## config.mk

```make
export PLATFORM = sky130hd
export DESIGN_NAME = mem_arbiter
export DESIGN_NICKNAME = d
export VERILOG_FILES = /design/src/rtl/mem_arbiter.sv
export SDC_FILE = /design/constraint.sdc
export NUM_CORES = 1
export LEC_CHECK = 0
export ABC_AREA = 1
export ABC_CLOCK_PERIOD_IN_PS = 3700
export CAP_MARGIN = 20
export CORE_AREA = 2 2 546 548
export CTS_CLUSTER_SIZE = 28
export DETAILED_ROUTE_END_ITERATION = 8
export DIE_AREA = 0 0 548 550
export GPL_ROUTABILITY_DRIVEN = 0
export PLACE_DENSITY = 0.3
export SYNTH_ARGS = -nofsm -noshare
export SYNTH_HDL_FRONTEND = slang
export SYNTH_SLANG_ARGS = --single-unit
```

## constraint.sdc

```tcl
create_clock -name clk -period 3.7 [get_ports clk]
set_input_delay 0.555 -clock clk [delete_from_list [all_inputs] [get_ports clk]]
set_output_delay 0.555 -clock clk [all_outputs]
set_load 0.02 [all_outputs]
```

## src/rtl/mem_arbiter.sv

```systemverilog
// mem_arbiter
//   Two-requester (icache = 0, dcache = 1) arbiter for a single-ported main
//   memory. One line transaction is in flight at a time. Ties go round-robin.
//   Every transaction completes with a one-cycle req_resp pulse. A timed-out
//   transaction also pulses req_err.
//
// Ports
//   clk, rst                 clock (rising edge), synchronous active-high reset
//   req_read/req_write[1:0]  per-requester level-held read / write-back request
//   req_addr0/1, req_wdata0/1  per-requester line address / write line
//   req_resp[1:0]            one-cycle completion pulse for the granted requester
//   req_rdata                read line, valid while req_resp is high
//   req_err                  one-cycle pulse with req_resp on timeout
//   mem_read/mem_write       one-cycle command to main memory
//   mem_addr/mem_wdata       address / write line latched at grant
//   mem_resp, mem_rdata      main memory completion pulse and read line
module mem_arbiter #(
  parameter int ADDR_W  = 32,
  parameter int LINE_W  = 256,
  parameter int TIMEOUT = 64
) (
  input  logic              clk,
  input  logic              rst,
  input  logic [1:0]        req_read,
  input  logic [1:0]        req_write,
  input  logic [ADDR_W-1:0] req_addr0,
  input  logic [ADDR_W-1:0] req_addr1,
  input  logic [LINE_W-1:0] req_wdata0,
  input  logic [LINE_W-1:0] req_wdata1,
  output logic [1:0]        req_resp,
  output logic [LINE_W-1:0] req_rdata,
  output logic              req_err,
  output logic              mem_read,
  output logic              mem_write,
  output logic [ADDR_W-1:0] mem_addr,
  output logic [LINE_W-1:0] mem_wdata,
  input  logic              mem_resp,
  input  logic [LINE_W-1:0] mem_rdata
);

  localparam logic [2:0] S_IDLE  = 3'd0;
  localparam logic [2:0] S_ISSUE = 3'd1;
  localparam logic [2:0] S_WAIT  = 3'd2;
  localparam logic [2:0] S_DONE  = 3'd3;
  localparam logic [2:0] S_ERROR = 3'd4;

  localparam int                CNT_W    = $clog2(TIMEOUT + 1);
  localparam logic [CNT_W-1:0]  CNT_LAST = CNT_W'(TIMEOUT - 1);
  localparam logic [CNT_W-1:0]  CNT_ONE  = CNT_W'(1);

  logic [2:0]       state;
  logic             grant;
  logic             last_grant;
  logic [CNT_W-1:0] wait_cnt;
  logic [1:0]       pending;
  logic             pick;

  assign pending = req_read | req_write;

  // Requester 1 wins when it is the only one pending, or on a tie when
  // requester 0 was served last.
  always_comb begin
    pick = 1'b0;
    if (pending[1] && (!pending[0] || !last_grant)) begin
      pick = 1'b1;
    end
  end

  always_ff @(posedge clk) begin
    if (rst) begin
      state      <= S_IDLE;
      grant      <= 1'b0;
      last_grant <= 1'b1;
      wait_cnt   <= '0;
      req_resp   <= 2'b00;
      req_err    <= 1'b0;
      req_rdata  <= '0;
      mem_read   <= 1'b0;
      mem_write  <= 1'b0;
      mem_addr   <= '0;
      mem_wdata  <= '0;
    end else begin
      // Command and completion outputs are single-cycle pulses by default.
      mem_read  <= 1'b0;
      mem_write <= 1'b0;
      req_resp  <= 2'b00;
      req_err   <= 1'b0;
      case (state)
        S_IDLE: begin
          if (|pending) begin
            grant     <= pick;
            mem_addr  <= pick ? req_addr1  : req_addr0;
            mem_wdata <= pick ? req_wdata1 : req_wdata0;
            // The command is registered here so it is high during ISSUE.
            // A write request takes precedence over a read from the same side.
            mem_write <= req_write[pick];
            mem_read  <= ~req_write[pick];
            wait_cnt  <= '0;
            state     <= S_ISSUE;
          end
        end
        S_ISSUE: begin
          state <= S_WAIT;
        end
        S_WAIT: begin
          // A response in the last allowed cycle still completes normally.
          if (mem_resp) begin
            req_rdata <= mem_rdata;
            req_resp  <= grant ? 2'b10 : 2'b01;
            state     <= S_DONE;
          end else if (wait_cnt == CNT_LAST) begin
            req_resp <= grant ? 2'b10 : 2'b01;
            req_err  <= 1'b1;
            state    <= S_ERROR;
          end else begin
            wait_cnt <= wait_cnt + CNT_ONE;
          end
        end
        S_DONE, S_ERROR: begin
          // Requests are ignored here, giving the requester this cycle to drop
          // its level-held request before IDLE looks again.
          last_grant <= grant;
          state      <= S_IDLE;
        end
        default: begin
          state <= S_IDLE;
        end
      endcase
    end
  end

endmodule

```

==> impl_metrics.py <==
metrics = {
    "sta": {
        "hold_violations": 0,
        "setup_violations": 0,
        "fin_crit_ps": 2720,
        "period_share_pct": 73.4,
        "rsz0062_at_grt": "false",
        "slew_headroom_pct": 44.2,
        "setup_tns_ps": 0,
        "slew_violations": 0,
        "fin_worst_skew_ps": 70.6,
        "tightestPinTransition_ps": 838,
        "clock.fmax_mhz": 368,
    },
    "setup_path": {
        "crit_arrival_ps": 2160,
        "endpoint_kind": "output port",
        "worstPathRequired_ps": 3140,
        "cp_slowest_cell": "clkdlybuf4s50_1",
        "path_class": "flip-flop to output port",
        "worstPathCellList": "clkdlybuf4s50_1",
        "slowest_delay_ps": 1000,
        "cp-start-kind": "flip-flop",
        "cpLargestDelayFamily": "buffers and inverters",
        "critPathBufInv": 1,
        "crit_fanout": 2,
    },
    "drt": {
        "drc": 0,
        "routed_wl_mm": 213,
        "post_drt_wl_per_cell_um": 25.3,
        "post_drt_via_cell_ratio": 3.21,
        "drt_iter0_markers": 1456,
        "firstDrtPassIters": 5,
        "vias": 27200,
        "ant_nets": 0,
    },
    "global_routing": {
        "grt_first_pass_wirelength_mm": 273,
        "grt-ovfl-total": 0,
        "antenna_found_initial": 155,
        "grt_max_degree": 144,
        "grt_pass1_vias": 27200,
        "grt_use_total_pct": 13.5,
    },
    "clock_tree": {
        "post_cts_buffers": 0,
        "cts_buffers": 90,
        "clk_latency_ps": 800,
        "cts_resized": 0,
        "path_clk_slew_ps": 60,
        "holdBufCountCts": 0,
        "max-clock-path-buffers": 4,
        "cts_sinks": 561,
        "cts_tree": "yes",
        "htree_levels": 3,
        "cts_root_buffer": "clkbuf_16",
    },
    "placement": {
        "dp_hpwl_mm": 174,
        "placed_cells": 8260,
        "numPortBuffers": 1387,
    },
    "synthesis": {
        "synth.top_cell.area_share_pct": 50.0,
        "synth_top_area_cell": "dfxtp_1",
        "ys.flop_type": "dfxtp_1",
        "synth.distinct_cells": 28,
        "avgSynthCellArea_um2": 7.17,
        "seq_area_frac_synth_pct": 50.0,
        "ys_seq_elements": 561,
        "synth_area_leaders": "dfxtp_1 50%, nor2_1 14%, o21ai_0 12%",
        "syn_area_um2": 22500,
        "synthCells": 3133,
        "synth-async-reset-ratio_pct": 0,
        "yosys_warnings": 0,
        "syn_nets": 3973,
        "synth-edff-count": 0,
    },
    "power_and_ir_drop": {
        "powerDensity_nw_per_um2": 564,
        "peakVddDrop_v": 0.000355,
        "p_leak_nw": 16.4,
    },
    "layout": {
        "drive_gt1_share_pct": 4.64,
        "final_cell_count_no_fill": 8451,
        "seqCellArea_um2": 11200,
        "syn_to_final_growth_pct": 94.7,
        "nFillCells": 33900,
        "multi_input_area_um2": 9820,
        "fin_nets": 5253,
    },
    "die": {
        "core_area_um2": 296000,
        "dieArea_um2": 301000,
        "io_pins": 1388,
        "initial_core_util_pct": 7.61,
        "dieHeight_um": 550,
        "fp.dieW_um": 548,
        "rows": 200,
    },
    "run_status": {
        "status": "finished, final reports clean",
    },
    "job": {
        "cap_violations": 0,
    },
    "min_path": {
        "hp-class": "input port to flip-flop",
    },
}
[synthesized netlist by cell type, types with 2 or more instances]
| library cell | n |
|---|---|
| buf_2 | 124 |
| o21ai_1 | 16 |
| a21oi_1 | 296 |
| nand2_2 | 2 |
| buf_6 | 15 |
| clkbuf_8 | 14 |
| buf_4 | 8 |
| nand3_1 | 14 |
| buf_1 | 15 |
| nor2_2 | 3 |
| inv_1 | 14 |
| nand2_1 | 605 |
| inv_2 | 5 |
| o21ai_0 | 531 |
| nor2_1 | 827 |
| nand4_1 | 2 |
| nand2_4 | 2 |
| nor3_1 | 5 |
| clkbuf_1 | 66 |
| dfxtp_1 | 561 |
[path summary, 6_finish.rpt]
kind                               start                           to  cells after the start  slack [ps]
max          mem_wdata[197]$_SDFFE_PP0P_               mem_wdata[197]                      1         980
min                       mem_rdata[226]  req_rdata[226]$_SDFFE_PP0P_                      3         330
max reg2reg      last_grant$_SDFFE_PP1P_  mem_wdata[131]$_SDFFE_PP0P_                      6        1370
min reg2reg           grant$_SDFFE_PP0P_       req_resp[0]$_SDFF_PP0_                      1         470
[cell families (layout without fill, tap and decap cells)]
family / Yosys count / in the layout / share of synthesized area [%]
AOI/OAI and AO/OA: 844 / 844 / 18.8
adders and majority gates: 1 / 1 / 0.0557
buffers and inverters: 264 / 1613 / 6.40
DFF: 561 / 561 / 50.0
other: 0 / 30 / 0
and+or+nand+nor: 1463 / 1463 / 24.8
[tightest hold or removal path: stages]
cell             delay, ps
clkdlybuf4s50_1        400
nor2_1                 100
nor2_1                  50
[routing by layer]
metal	track usage (%)	vias to the layer above	wire, um
met1	15.3	12600	83100
met2	21.3	1315	92400
li1	-	12800	-
met3	8.75	379	32200
met4	2.78	64	5260
met5	0	-	426
[final cells by class]
cell class / instances / area share [%]
sequential: 561 / 25.7
clock inverter: 38 / 1.04
antenna: 30 / 0.172
timing repair buffer: 1432 / 33.2
clock buffer: 123 / 5.94
multi-input combinational: 2308 / 22.4
inverter: 20 / 0.283
tap: 3939 / 11.3
[stage by stage]
| step | util (%) | power (W) | hold WS [ps] | worst slack (ps) | cell area, um2 |
|---|---|---|---|---|---|
| 5_1_grt | 14.8 | 0.0261 | 292 | 843 | 43700 |
| 2_1_floorplan | - | 0.0111 | 413 | 2160 | 22500 |
| 4_1_cts | 14.8 | 0.0253 | 246 | 812 | 43700 |
| 6_report | 14.8 | 0.0247 | 330 | 983 | 43800 |
| 3_3_place_gp | 13.7 | 0.0159 | 464 | 333 | 40600 |
| 3_5_place_dp | 13.7 | 0.0158 | 462 | 469 | 40600 |
[sequential cells by signal, indices dropped and copies added (netlist names)]
register and flops:
mem_wdata 256, req_rdata 256, mem_addr 32, wait_cnt 7, state 3, req_resp 2
grant 1, last_grant 1, mem_read 1, mem_write 1, req_err 1
[power by group]
| group | switching [W] | internal (W) | total [W] |
|---|---|---|---|
| sequential | 0.000606 | 0.00699 | 0.00759 |
| combinational | 0.00475 | 0.00322 | 0.00797 |
| clock | 0.00365 | 0.00547 | 0.00912 |
| total | 0.00901 | 0.0157 | 0.0247 |
[cells in the final DEF, fill, tap and decap left out, types with 13 or more instances in the layout]
cell / netlist / routed
o21ai_0: 531 / 531
nand2_1: 605 / 604
clkinv_2: 0 / 16
dfxtp_1: 561 / 561
clkbuf_1: 66 / 13
inv_1: 14 / 14
nor2_1: 827 / 827
nand3_1: 14 / 14
diode_2: 0 / 30
a21oi_1: 296 / 296
clkbuf_16: 0 / 92
clkdlybuf4s50_1: 0 / 1387
buf_12: 0 / 25
buf_4: 8 / 20
clkbuf_8: 14 / 18
o21ai_1: 16 / 16
(Power assumes the default switching activity.)
